[config.mk]
export PLATFORM = sky130hd
export DESIGN_NAME = hqm_aw_fifo_drain_skid_flat
export DESIGN_NICKNAME = d
export VERILOG_FILES = /design/src/rtl/hqm_aw_fifo_drain_skid_if.sv /design/src/rtl/hqm_aw_fifo_drain_skid.sv /design/src/flat_wrapper.sv
export SDC_FILE = /design/constraint.sdc
export NUM_CORES = 1
export LEC_CHECK = 0
export CORE_ASPECT_RATIO = 1.4
export CORE_MARGIN = 3
export CORE_UTILIZATION = 50
export CTS_BUF_LIST = sky130_fd_sc_hd__clkbuf_4 sky130_fd_sc_hd__clkbuf_8
export CTS_CLUSTER_DIAMETER = 100
export DETAILED_ROUTE_END_ITERATION = 10
export HOLD_SLACK_MARGIN = 0.05
export PLACE_DENSITY_LB_ADDON = 0.1
export SLEW_MARGIN = 20
export SYNTH_ARGS = -nofsm -noshare
export SYNTH_HDL_FRONTEND = slang
export SYNTH_SLANG_ARGS = --single-unit
[constraint.sdc]
create_clock -name clk -period 3 [get_ports clk]
set_input_delay 0.45 -clock clk [delete_from_list [all_inputs] [get_ports clk]]
set_output_delay 0.45 -clock clk [all_outputs]
set_load 0.01 [all_outputs]
[src/rtl/hqm_aw_fifo_drain_skid_if.sv]
// Bus bundle between the AW FIFO drain skid stage, its upstream FIFO and the downstream consumer.
// slave = the drain stage itself; master = whatever drives/observes it (FIFO side + consumer side).
interface hqm_aw_fifo_drain_skid_if #(
    parameter int DWIDTH   = 16,
    parameter int CNTWIDTH = 32
);
    logic                drain_en;
    logic                fifo_empty;
    logic [DWIDTH-1:0]   fifo_pop_data;
    logic                fifo_pop_par;
    logic                fifo_pop;
    logic                out_valid;
    logic                out_ready;
    logic [DWIDTH-1:0]   out_data;
    logic [1:0]          occupancy;
    logic [CNTWIDTH-1:0] drain_cnt;
    logic                par_err;

    modport slave (
        input  drain_en, fifo_empty, fifo_pop_data, fifo_pop_par, out_ready,
        output fifo_pop, out_valid, out_data, occupancy, drain_cnt, par_err
    );

    modport master (
        output drain_en, fifo_empty, fifo_pop_data, fifo_pop_par, out_ready,
        input  fifo_pop, out_valid, out_data, occupancy, drain_cnt, par_err
    );
endinterface

[src/rtl/hqm_aw_fifo_drain_skid.sv]
// Drain stage after the AW FIFO: pops into a 2-entry skid buffer and presents a registered valid/ready output.
// Optional per-entry odd-parity check enabled by defining HQM_AW_FIFO_DRAIN_PAR_EN.
module hqm_aw_fifo_drain_skid #(
    parameter int DWIDTH   = 16,
    parameter int CNTWIDTH = 32
) (
    input  logic                     clk,
    input  logic                     rst,
    hqm_aw_fifo_drain_skid_if.slave  bus
);

`ifdef HQM_AW_FIFO_DRAIN_PAR_EN
    localparam int EWIDTH = DWIDTH + 1;
`else
    localparam int EWIDTH = DWIDTH;
`endif

    logic [EWIDTH-1:0]   mem_q [2];
    logic [EWIDTH-1:0]   mem_d [2];
    logic                wr_ptr_q, wr_ptr_d;
    logic                rd_ptr_q, rd_ptr_d;
    logic [1:0]          cnt_q, cnt_d;
    logic [CNTWIDTH-1:0] drain_cnt_q, drain_cnt_d;
    logic                par_err_q, par_err_d;

    logic                pop;
    logic                deliver;
    logic [EWIDTH-1:0]   entry_in;
    logic [EWIDTH-1:0]   head;

    // Handshake: an entry transfers on any clock where out_valid & out_ready; out_valid never
    // depends on out_ready, and the pop decision uses only inputs and registered occupancy.
    always_comb begin
        pop     = ~rst & ~bus.fifo_empty & bus.drain_en & (cnt_q < 2'd2);
        deliver = (cnt_q != 2'd0) & bus.out_ready;
        head    = mem_q[rd_ptr_q];
`ifdef HQM_AW_FIFO_DRAIN_PAR_EN
        entry_in = {bus.fifo_pop_par, bus.fifo_pop_data};
`else
        entry_in = bus.fifo_pop_data;
`endif

        mem_d[0]    = mem_q[0];
        mem_d[1]    = mem_q[1];
        wr_ptr_d    = wr_ptr_q;
        rd_ptr_d    = rd_ptr_q;
        drain_cnt_d = drain_cnt_q;
        par_err_d   = 1'b0;

        if (pop) begin
            mem_d[wr_ptr_q] = entry_in;
            wr_ptr_d        = ~wr_ptr_q;
        end
        if (deliver) begin
            rd_ptr_d    = ~rd_ptr_q;
            drain_cnt_d = drain_cnt_q + 1'b1;
`ifdef HQM_AW_FIFO_DRAIN_PAR_EN
            // Stored data plus stored parity must have an odd number of ones.
            par_err_d   = ~(^head);
`endif
        end
        cnt_d = cnt_q + {1'b0, pop} - {1'b0, deliver};
    end

    always_ff @(posedge clk or posedge rst) begin
        if (rst) begin
            mem_q[0]    <= '0;
            mem_q[1]    <= '0;
            wr_ptr_q    <= 1'b0;
            rd_ptr_q    <= 1'b0;
            cnt_q       <= 2'd0;
            drain_cnt_q <= '0;
            par_err_q   <= 1'b0;
        end else begin
            mem_q[0]    <= mem_d[0];
            mem_q[1]    <= mem_d[1];
            wr_ptr_q    <= wr_ptr_d;
            rd_ptr_q    <= rd_ptr_d;
            cnt_q       <= cnt_d;
            drain_cnt_q <= drain_cnt_d;
            par_err_q   <= par_err_d;
        end
    end

    assign bus.fifo_pop  = pop;
    assign bus.out_valid = (cnt_q != 2'd0);
    assign bus.out_data  = head[DWIDTH-1:0];
    assign bus.occupancy = cnt_q;
    assign bus.drain_cnt = drain_cnt_q;
    assign bus.par_err   = par_err_q;

    occupancy_never_3 : assert property (@(posedge clk) disable iff (rst) cnt_q != 2'd3);

endmodule
[src/flat_wrapper.sv]
// flat-port wrapper written by rule: the top's interface ports become plain ports
module hqm_aw_fifo_drain_skid_flat 
#(
    parameter int DWIDTH   = 16,
    parameter int CNTWIDTH = 32
)
  (clk, rst, bus_drain_en, bus_fifo_empty, bus_fifo_pop_data, bus_fifo_pop_par, bus_out_ready, bus_fifo_pop, bus_out_valid, bus_out_data, bus_occupancy, bus_drain_cnt, bus_par_err);
  hqm_aw_fifo_drain_skid_if #(.DWIDTH(DWIDTH), .CNTWIDTH(CNTWIDTH)) bus_i ();
  input  logic clk;
  input  logic rst;
  input wire logic [$bits(bus_i.drain_en)-1:0] bus_drain_en;
  input wire logic [$bits(bus_i.fifo_empty)-1:0] bus_fifo_empty;
  input wire logic [$bits(bus_i.fifo_pop_data)-1:0] bus_fifo_pop_data;
  input wire logic [$bits(bus_i.fifo_pop_par)-1:0] bus_fifo_pop_par;
  input wire logic [$bits(bus_i.out_ready)-1:0] bus_out_ready;
  output wire logic [$bits(bus_i.fifo_pop)-1:0] bus_fifo_pop;
  output wire logic [$bits(bus_i.out_valid)-1:0] bus_out_valid;
  output wire logic [$bits(bus_i.out_data)-1:0] bus_out_data;
  output wire logic [$bits(bus_i.occupancy)-1:0] bus_occupancy;
  output wire logic [$bits(bus_i.drain_cnt)-1:0] bus_drain_cnt;
  output wire logic [$bits(bus_i.par_err)-1:0] bus_par_err;
  assign bus_i.drain_en = bus_drain_en;
  assign bus_i.fifo_empty = bus_fifo_empty;
  assign bus_i.fifo_pop_data = bus_fifo_pop_data;
  assign bus_i.fifo_pop_par = bus_fifo_pop_par;
  assign bus_i.out_ready = bus_out_ready;
  assign bus_fifo_pop = bus_i.fifo_pop;
  assign bus_out_valid = bus_i.out_valid;
  assign bus_out_data = bus_i.out_data;
  assign bus_occupancy = bus_i.occupancy;
  assign bus_drain_cnt = bus_i.drain_cnt;
  assign bus_par_err = bus_i.par_err;
  hqm_aw_fifo_drain_skid #(.DWIDTH(DWIDTH), .CNTWIDTH(CNTWIDTH)) u_core (.clk(clk), .rst(rst), .bus(bus_i));
endmodule
# Yosys cells after proc, flatten, opt, wreduce, memory -nomap -nowiden
# Cells that the tools add are included.
classes:
  n_reduce_logical: 2
  n_addsub: 3
  bitwise: 10
  magnitude_cmp: 4
  mux: 6
ops:
  columns: ["cell", "n"]
  rows:
  - ["16-bit two-way mux", 4]
  - ["32-bit by 1-bit adder with 32-bit output, second input constant", 1]
  - ["32-bit bitwise mux", 1]
  - ["16-bit demux with 1-bit select", 1]
  - ["1-bit AND", 4]
  - ["2-bit greater-or-equal comparator, second input constant", 2]
  - ["1-bit NOT", 4]
  - ["1-bit NOT with 2-bit output", 2]
  - ["2-bit by 1-bit adder with 2-bit output", 1]
  - ["2-bit by 1-bit < comparator with 1-bit output, second input constant", 1]
  - ["2-bit < comparator, second input constant", 1]
  - ["2-bit nonzero test", 1]
  - ["2-bit by 1-bit subtractor with 2-bit output", 1]
  - ["1-bit logical AND", 1]
totals:
  out_inout_bits: 53
  ff_bits: 68
  elab_cells: 31

# Logic depth before layout (Yosys ltp)
# Gate-level depths: netlist of the first run.
logic_depth:
  depth_word: 6
  ltp_mapped: 7
  mapped_depth_nobuf: 7

# Worst setup path after synthesis of the first run
# No wires, ideal clock.
synth_path:
  path_kind: "input-to-reg"
  startpoint: "input port bus_fifo_empty"
  endpoint: "register u_core.cnt_q[1], in the netlist u_core.bus.occupancy[1]"
  arrival_ns: 1.834
  setup_slack_ns: 1.037
  required_ns: 2.870
  stages: 7
  path_buffers: 1
  path_cell_list: "or4b_1 > buf_2 > ha_1 > inv_1 > ha_1 > xnor2_1 > xnor2_1"
synth_via:
  elab_chain_cells: 6
synth_rtl:
  columns: ["item", "line", "source"]
  rows:
  - ["from (decl)", "flat_wrapper.sv:12", "input wire logic [$bits(bus_i.fifo_empty)-1:0] bus_fifo_empty;"]
  - ["1-bit NOT", "hqm_aw_fifo_drain_skid.sv:34", "pop = ~rst & ~bus.fifo_empty & bus.drain_en & (cnt_q < 2'd2);"]
  - ["1-bit AND (3 in a row)", "hqm_aw_fifo_drain_skid.sv:34", null]
  - ["2-bit by 1-bit adder with 2-bit output", "hqm_aw_fifo_drain_skid.sv:62", "cnt_d = cnt_q + {1'b0, pop} - {1'b0, deliver};"]
  - ["2-bit by 1-bit subtractor with 2-bit output", "hqm_aw_fifo_drain_skid.sv:62", null]
  - ["via u_core.cnt_d[1]", "hqm_aw_fifo_drain_skid.sv:22", "logic [1:0] cnt_q, cnt_d;"]
  - ["to (signal assigned)", "hqm_aw_fifo_drain_skid.sv:79", "cnt_q <= cnt_d;"]
  - ["to (decl)", "hqm_aw_fifo_drain_skid.sv:22", null]
# The timed path passes the listed nets, and every way through them passes these cells.
# A chain may end at the register's enable or synchronous reset.

# Worst setup path in the final report of the first run
layout_path:
  startpoint: "input port rst"
  endpoint: "output port bus_fifo_pop"
layout_via:
  elab_chain_cells: 4
layout_rtl:
  columns: ["item", "line", "source"]
  rows:
  - ["from (decl)", "flat_wrapper.sv:10", "input logic rst;"]
  - ["1-bit NOT", "hqm_aw_fifo_drain_skid.sv:34", null]
  - ["1-bit AND (3 in a row)", "hqm_aw_fifo_drain_skid.sv:34", null]
  - ["to (decl)", "flat_wrapper.sv:16", "output wire logic [$bits(bus_i.fifo_pop)-1:0] bus_fifo_pop;"]
# Every way passes these cells.

==> impl_metrics.csv, run 1 <==
group,metric,value,unit
run_status,status,"completed",
critical_path,timing.setup.critical_path_class,"input port to primary output",
clocking,cts.path.max_buffers,2,
global_route,grt_max_degree,35,
floorplan,initial_utilization,52.38,%
critical_path,cp_common_cell,"sky130_fd_sc_hd__clkdlybuf4s50_1",
timing,slew_headroom,43.11,%
place,number_of_placed_instances_with_taps_included,377,
timing,final_worst_path_period_need,2.639,ns
route,route.detailed.wl_per_inst,16.03,um
timing,timing.final.hold_violations,0,
critical_path,critPathMaxFanout,4,
critical_path,timing.critical_path.slowest_cell_delay,0.65,ns
critical_path,crit_path_start_kind,"input port",
layout,finalNetCount,343,
worst_hold_path,min-delay-path-class,"input port to async pin",
layout,drive_gt1_share,24.06,%
clocking,insertion_delay,0.33,ns
synth,yosysWarningCount,0,
timing,setup_violations,0,
timing,period_share,87.96,%
clocking,cts_tree,"built",
critical_path,critical_path.reg2reg.startpoint,"u_core.bus.occupancy[1]",
critical_path,required,2.55,ns
layout,finish.cell_count_without_fillers,390,
route,total_wirelength_of_the_detailed_routed_design,6250,um
critical_path,crit_buf_inv,3,
route,detailedRoute.firstPassIterationCount,4,
clocking,post_cts_hold_buffers,0,
floorplan,core,0.005946,mm2
floorplan,die_area,0.007225,mm2
timing,tns,0,ns
power,worst_ir_drop_vdd,0.6248,mV
timing,rsz_0062_raised_after_global_routing,"no",
clocking,ctsResizeCount,0,
critical_path,critPathLaunch,"rst",
place,pre_cts_slack,0.3512,ns
critical_path,path_delay_family,"buffers and inverters",
place,place.port_buffers,72,
synth,yosys.cell_types.count,31,
place,placedInstanceArea,0.003930,mm2
layout,antennaDiodeCount,0,
route,route.antenna.remaining_nets,0,
timing,postLayoutSetupSlackWorst,0.3613,ns
flow_run,number_of_max_capacitance_violations_reported,0,
critical_path,worstPathCellList,"clkdlybuf4s50_1 -> or4b_1 -> clkinv_2 -> clkdlybuf4s50_1",
clocking,clk_transition_reported_paths,0.07,ns
synth,synth.ff_latch_count,68,
critical_path,endpoint_kind,"primary output",
clocking,cts_h_tree_lvls,3,
clocking,post_cts_buffers,0,
layout,final_cell_area,0.004094,mm2
synth,synth_nets,261,
layout,num-fill-cells,454,
critical_path,cp_slowest_cell,"sky130_fd_sc_hd__or4b_1",
global_route,antenna_found_initial,0,
global_route,groute.usage.overall,18.44,%
floorplan,std_cell_rows,33,
synth,post_synth_instance_area,0.003114,mm2
synth,sequential_to_total_area_share_from_yosys_stat,54.64,%
timing,final-max-slew-violation-count,0,
timing,worst_slew_pin_slew,0.8455,ns
power,pwr_density_cell,818.9,mW/mm2
clocking,clock_buffer_count_from_cts,9,
place,place.detailed.hpwl,4374,um
route,drt-vias-per-instance,5.413,
synth,gate_count_after_technology_mapping,236,
timing,clock_skew_after_layout,0.007829,ns
clocking,clock-sinks,68,
synth,postSynthAreaPerCell,13.20,um2
global_route,grt_pass1_vias,2172,
route,drt-initial-drc-count,64,
floorplan,num_io_pins,75,
global_route,wire_length_of_the_first_global_routing_pass,10290,um
critical_path,worst-endpoint-arrival,2.19,ns
clocking,ctsRootBufferMaster,"sky130_fd_sc_hd__clkbuf_8",
layout,synthToLayoutAreaGrowth,31.46,%
floorplan,chip_width,72.70,um
global_route,globalRoute.totalOverflow,0,
floorplan,y_dimension_of_the_die,99.38,um
route,via_count,2111,
timing,fmax,379.0,MHz
route,drc_errors,0,
power,cellLeakagePower,1.810,nW
place,gp_routability_congestion,0.8031,
cells in the mapped netlist (all sizes together):
cell type  count  share of area (%)
inv            4               0.48
nor2           6               0.96
xor2          10                2.8
and4           3               0.84
o211ai         1               0.40
xnor2         25                7.0
nor3           5               0.80
o21ai          1               0.28
or4            1               0.36
nor3b          1               0.40
nand2         15                2.0
or2            1               0.20
dfrtp         68                 55
clkinv         1               0.16
or4b           1               0.32
clkbuf         2               0.24
nand3         11                1.8
mux2          48                 19
buf            4                1.1
nor4           3                1.0
and2           3               0.60
conb           1               0.12
nand4         12                2.4
ha             3                1.2
and3           6                1.2
cell type report:
| class | instances | area (um2) | area share (%) |
|---|---|---|---|
| clock buffer | 11 | 151.4 | 3.698 |
| timing repair buffer | 77 | 770.7 | 18.83 |
| tap | 70 | 87.58 | 2.139 |
| sequential | 68 | 1702 | 41.56 |
| clock inverter | 2 | 12.51 | 0.3056 |
| multi-input combinational | 157 | 1350 | 32.98 |
| inverter | 5 | 20.02 | 0.4890 |
final timing paths:
check / to / slack (ns) / depth (start not counted)
worst max-delay path: bus_fifo_pop / 0.36 / 4
worst min-delay path: u_core.bus.occupancy[1] / 0.41 / 2
worst max register to register: u_core.mem_q[30] / 0.97 / 3
worst min register to register: u_core.bus.drain_cnt[31] / 0.48 / 1
max in group asynchronous: u_core.bus.drain_cnt[10] / 1.99 / 3
min in group clk: u_core.bus.drain_cnt[31] / 0.48 / 1
cell usage in the layout, fill, tap and decap left out, drive strengths merged:
master and n:
o211ai 1, conb 1, nand3 11, or4b 1, nor3b 1, mux2 48
xnor2 25, and3 6, nand4 12, inv 4, or4 1, xor2 10
o21ai 1, and4 3, clkbuf 11, dfrtp 68, nor3 5, clkinv 2
or2 1, clkdlybuf4s50 72, nor2 6, and2 3, clkinvlp 1, nor4 3
nand2 15, buf 5, ha 3
flip-flops by register name (all words and copies together) (netlist names):
| name | flops |
|---|---|
| u_core.rd_ptr_q | 1 |
| u_core.bus.occupancy | 2 |
| u_core.bus.drain_cnt | 32 |
| u_core.wr_ptr_q | 1 |
| u_core.mem_q | 32 |
report_power, final:
group	internal (W)	leakage, nW	switching (W)	total [W]
Sequential	0.00120	0.875	0.000217	0.00142
Combinational	0.000838	0.851	0.000439	0.00128
Clock	0.000330	0.0831	0.000327	0.000657
Total	0.00237	1.81	0.000983	0.00335
cells by family after synthesis:
| family | Yosys count | synth area share [%] |
|---|---|---|
| XOR/XNOR | 35 | 9.843 |
| multiplexers | 48 | 18.56 |
| AND/OR/NAND/NOR | 68 | 12.94 |
| adder cells (fa/ha/maj) | 3 | 1.205 |
| other | 1 | 0.1204 |
| flip-flops | 68 | 54.64 |
| AO/OA/AOI/OAI | 2 | 0.6830 |
| buffers and inverters | 11 | 2.009 |
per-layer routing:
metal / part of all wire [%] / vias to the layer above / GRT usage [%]
li1: - / 990 / -
met1: 42 / 1061 / 22.72
met2: 52 / 56 / 30.60
met3: 5.2 / 4 / 5.460
met4: 0.75 / 0 / 6.250
met5: 0 / - / 0
through the flow:
| stage | utilization (%) | hold WS, ns | power [W] |
|---|---|---|---|
| after CTS | 68.86 | 0.4073 | 0.003395 |
| after global placement | 66.10 | 0.4690 | 0.002702 |
| after detailed placement | 66.10 | 0.4698 | 0.002732 |
| final | 68.86 | 0.4108 | 0.003353 |
| after floorplan | - | 0.4736 | 0.002128 |
| after global routing | 68.86 | 0.4137 | 0.003553 |
(Power assumes the default switching activity.)
==> run 2: changes to the inputs <==
Settings changed: CORE_MARGIN 3 to 5, SLEW_MARGIN 20 to 25.
==> impl_metrics.csv, run 2 (synthesized netlist as in run 1, its figures left out) <==
group,metric,value,unit
run_status,status,"completed",
layout,finish.cell_count_without_fillers,394,
timing,fmax,376.8,MHz
layout,mostFrequentLayoutCell,"sky130_fd_sc_hd__clkdlybuf4s50_1",
global_route,grt_max_degree,41,
clocking,clock-sinks,68,
critical_path,worst-endpoint-arrival,2.20,ns
critical_path,crit_buf_inv,3,
place,place.detailed.hpwl,4485,um
layout,synthToLayoutAreaGrowth,33.59,%
power,pwr_density_cell,856.7,mW/mm2
timing,final-max-slew-violation-count,0,
timing,clock_skew_after_layout,0.008833,ns
clocking,ctsRootBufferMaster,"sky130_fd_sc_hd__clkbuf_8",
route,total_wirelength_of_the_detailed_routed_design,6337,um
critical_path,critPathMaxFanout,4,
critical_path,timing.setup.critical_path_class,"input port to primary output",
floorplan,die_area,0.007929,mm2
route,route.detailed.wl_per_inst,16.08,um
route,route.top_layer_used,"met4",
critical_path,timing.critical_path.slowest_cell_delay,0.65,ns
critical_path,required,2.55,ns
clocking,post_cts_buffers,0,
route,met3RoutedLength,292,um
floorplan,core,0.006126,mm2
clocking,cts_h_tree_lvls,3,
timing,setup_violations,0,
critical_path,worstPathCellList,"clkdlybuf4s50_1 -> or4b_1 -> clkinv_2 -> clkdlybuf4s50_1",
route,drt-vias-per-instance,5.310,
global_route,wire_length_of_the_first_global_routing_pass,10420,um
clocking,post_cts_hold_buffers,0,
route,drt-initial-drc-count,57,
floorplan,y_dimension_of_the_die,103.4,um
place,placedInstanceArea,0.003925,mm2
flow_run,number_of_max_capacitance_violations_reported,0,
critical_path,path_delay_family,"buffers and inverters",
timing,rsz_0062_raised_after_global_routing,"no",
floorplan,std_cell_rows,34,
power,cellLeakagePower,1.843,nW
floorplan,initial_utilization,50.84,%
layout,drive_gt1_share,24.53,%
layout,final_cell_area,0.004160,mm2
timing,slew_headroom,41.86,%
route,drc_errors,0,
route,met2_length,3198,um
global_route,grt_pass1_vias,2180,
power,worst_ir_drop_vdd,0.4501,mV
floorplan,chip_width,76.70,um
layout,finalNetCount,342,
global_route,antenna_found_initial,0,
layout,antennaDiodeCount,0,
global_route,groute.usage.overall,16.64,%
clocking,cts.path.max_buffers,2,
clocking,clk_transition_reported_paths,0.07,ns
floorplan,num_io_pins,75,
timing,timing.final.hold_violations,0,
route,route.antenna.remaining_nets,0,
route,detailedRoute.firstPassIterationCount,4,
clocking,insertion_delay,0.33,ns
critical_path,crit_path_start_kind,"input port",
layout,num-fill-cells,514,
critical_path,endpoint_kind,"primary output",
critical_path,cp_slowest_cell,"sky130_fd_sc_hd__or4b_1",
timing,final_worst_path_period_need,2.654,ns
place,number_of_placed_instances_with_taps_included,378,
layout,most-common-layout-cells,"sky130_fd_sc_hd__clkdlybuf4s50_1, sky130_fd_sc_hd__dfrtp_1, sky130_fd_sc_hd__mux2_2",
timing,worst_slew_pin_slew,0.8642,ns
place,gp_routability_congestion,0.8179,
clocking,clock_buffer_count_from_cts,9,
clocking,cts_tree,"built",
route,routed_metal_1_wirelength,2774,um
global_route,globalRoute.totalOverflow,0,
timing,tns,0,ns
clocking,ctsResizeCount,0,
worst_hold_path,min-delay-path-class,"register to register",
route,via_count,2092,
timing,period_share,88.46,%
place,place.port_buffers,72,
critical_path,cp_common_cell,"sky130_fd_sc_hd__clkdlybuf4s50_1",
==> run 2: cell count changes in the layout (fill, tap and decap cells not counted) <==
cell | before | now
sky130_fd_sc_hd__clkinv_2 | 2 | 1
sky130_fd_sc_hd__clkinvlp_4 | 1 | 0
sky130_fd_sc_hd__clkinv_4 | 0 | 1
sky130_fd_sc_hd__buf_4 | 4 | 3
sky130_fd_sc_hd__clkbuf_4 | 0 | 2
sky130_fd_sc_hd__bufinv_16 | 0 | 2
==> run 2: power breakdown <==
| group | switching, W | total, W | leakage, nW | internal, W |
|---|---|---|---|---|
| clock network | 0.000334 | 0.000868 | 0.121 | 0.000534 |
| registers | 0.000218 | 0.00142 | 0.875 | 0.00120 |
| logic | 0.000440 | 0.00128 | 0.846 | 0.000836 |
| total | 0.000992 | 0.00356 | 1.84 | 0.00257 |
==> run 2: worst paths after layout <==
path | start | endpoint | slack [ns] | cells after the start
worst max-delay path | rst | bus_fifo_pop | 0.35 | 4
min in group asynchronous | rst | u_core.mem_q[30] | 0.54 | 2
worst max register to register | u_core.bus.occupancy[1] | u_core.mem_q[18] | 0.96 | 3
worst min-delay path | u_core.bus.drain_cnt[31] | u_core.bus.drain_cnt[31] | 0.48 | 1
max in group asynchronous | rst | u_core.bus.drain_cnt[30] | 1.83 | 3
worst min register to register | u_core.bus.drain_cnt[31] | u_core.bus.drain_cnt[31] | 0.48 | 1
==> run 2: per-stage QoR <==
stage	setup WS (ns)	utilization, %	total power (W)	hold slack, ns
6_report	0.3461	67.91	0.003564	0.4821
3_3_place_gp	0.3603	64.07	0.002705	0.4668
3_5_place_dp	0.3204	64.07	0.002731	0.4721
2_1_floorplan	0.8385	-	0.002128	0.4736
5_1_grt	0.2856	67.91	0.003765	0.5086
4_1_cts	0.3204	67.91	0.003615	0.4816
==> run 2: area by class of cell <==
type	instances	area, um2	share of cell area, %
Clock inverter	3	68.82	1.654
Timing Repair Buffer	76	763.2	18.35
Inverter	5	20.02	0.4812
Tap cell	72	90.09	2.165
Multi-Input combinational cell	157	1350	32.45
Sequential cell	68	1702	40.90
Clock buffer	13	166.4	4.000
==> run 2: routing by layer <==
metal,GRT usage [%],vias to the layer above
li1,-,986
met1,19.69,1055
met2,28.38,44
met3,5.459,7
met4,6.191,0
met5,0,-
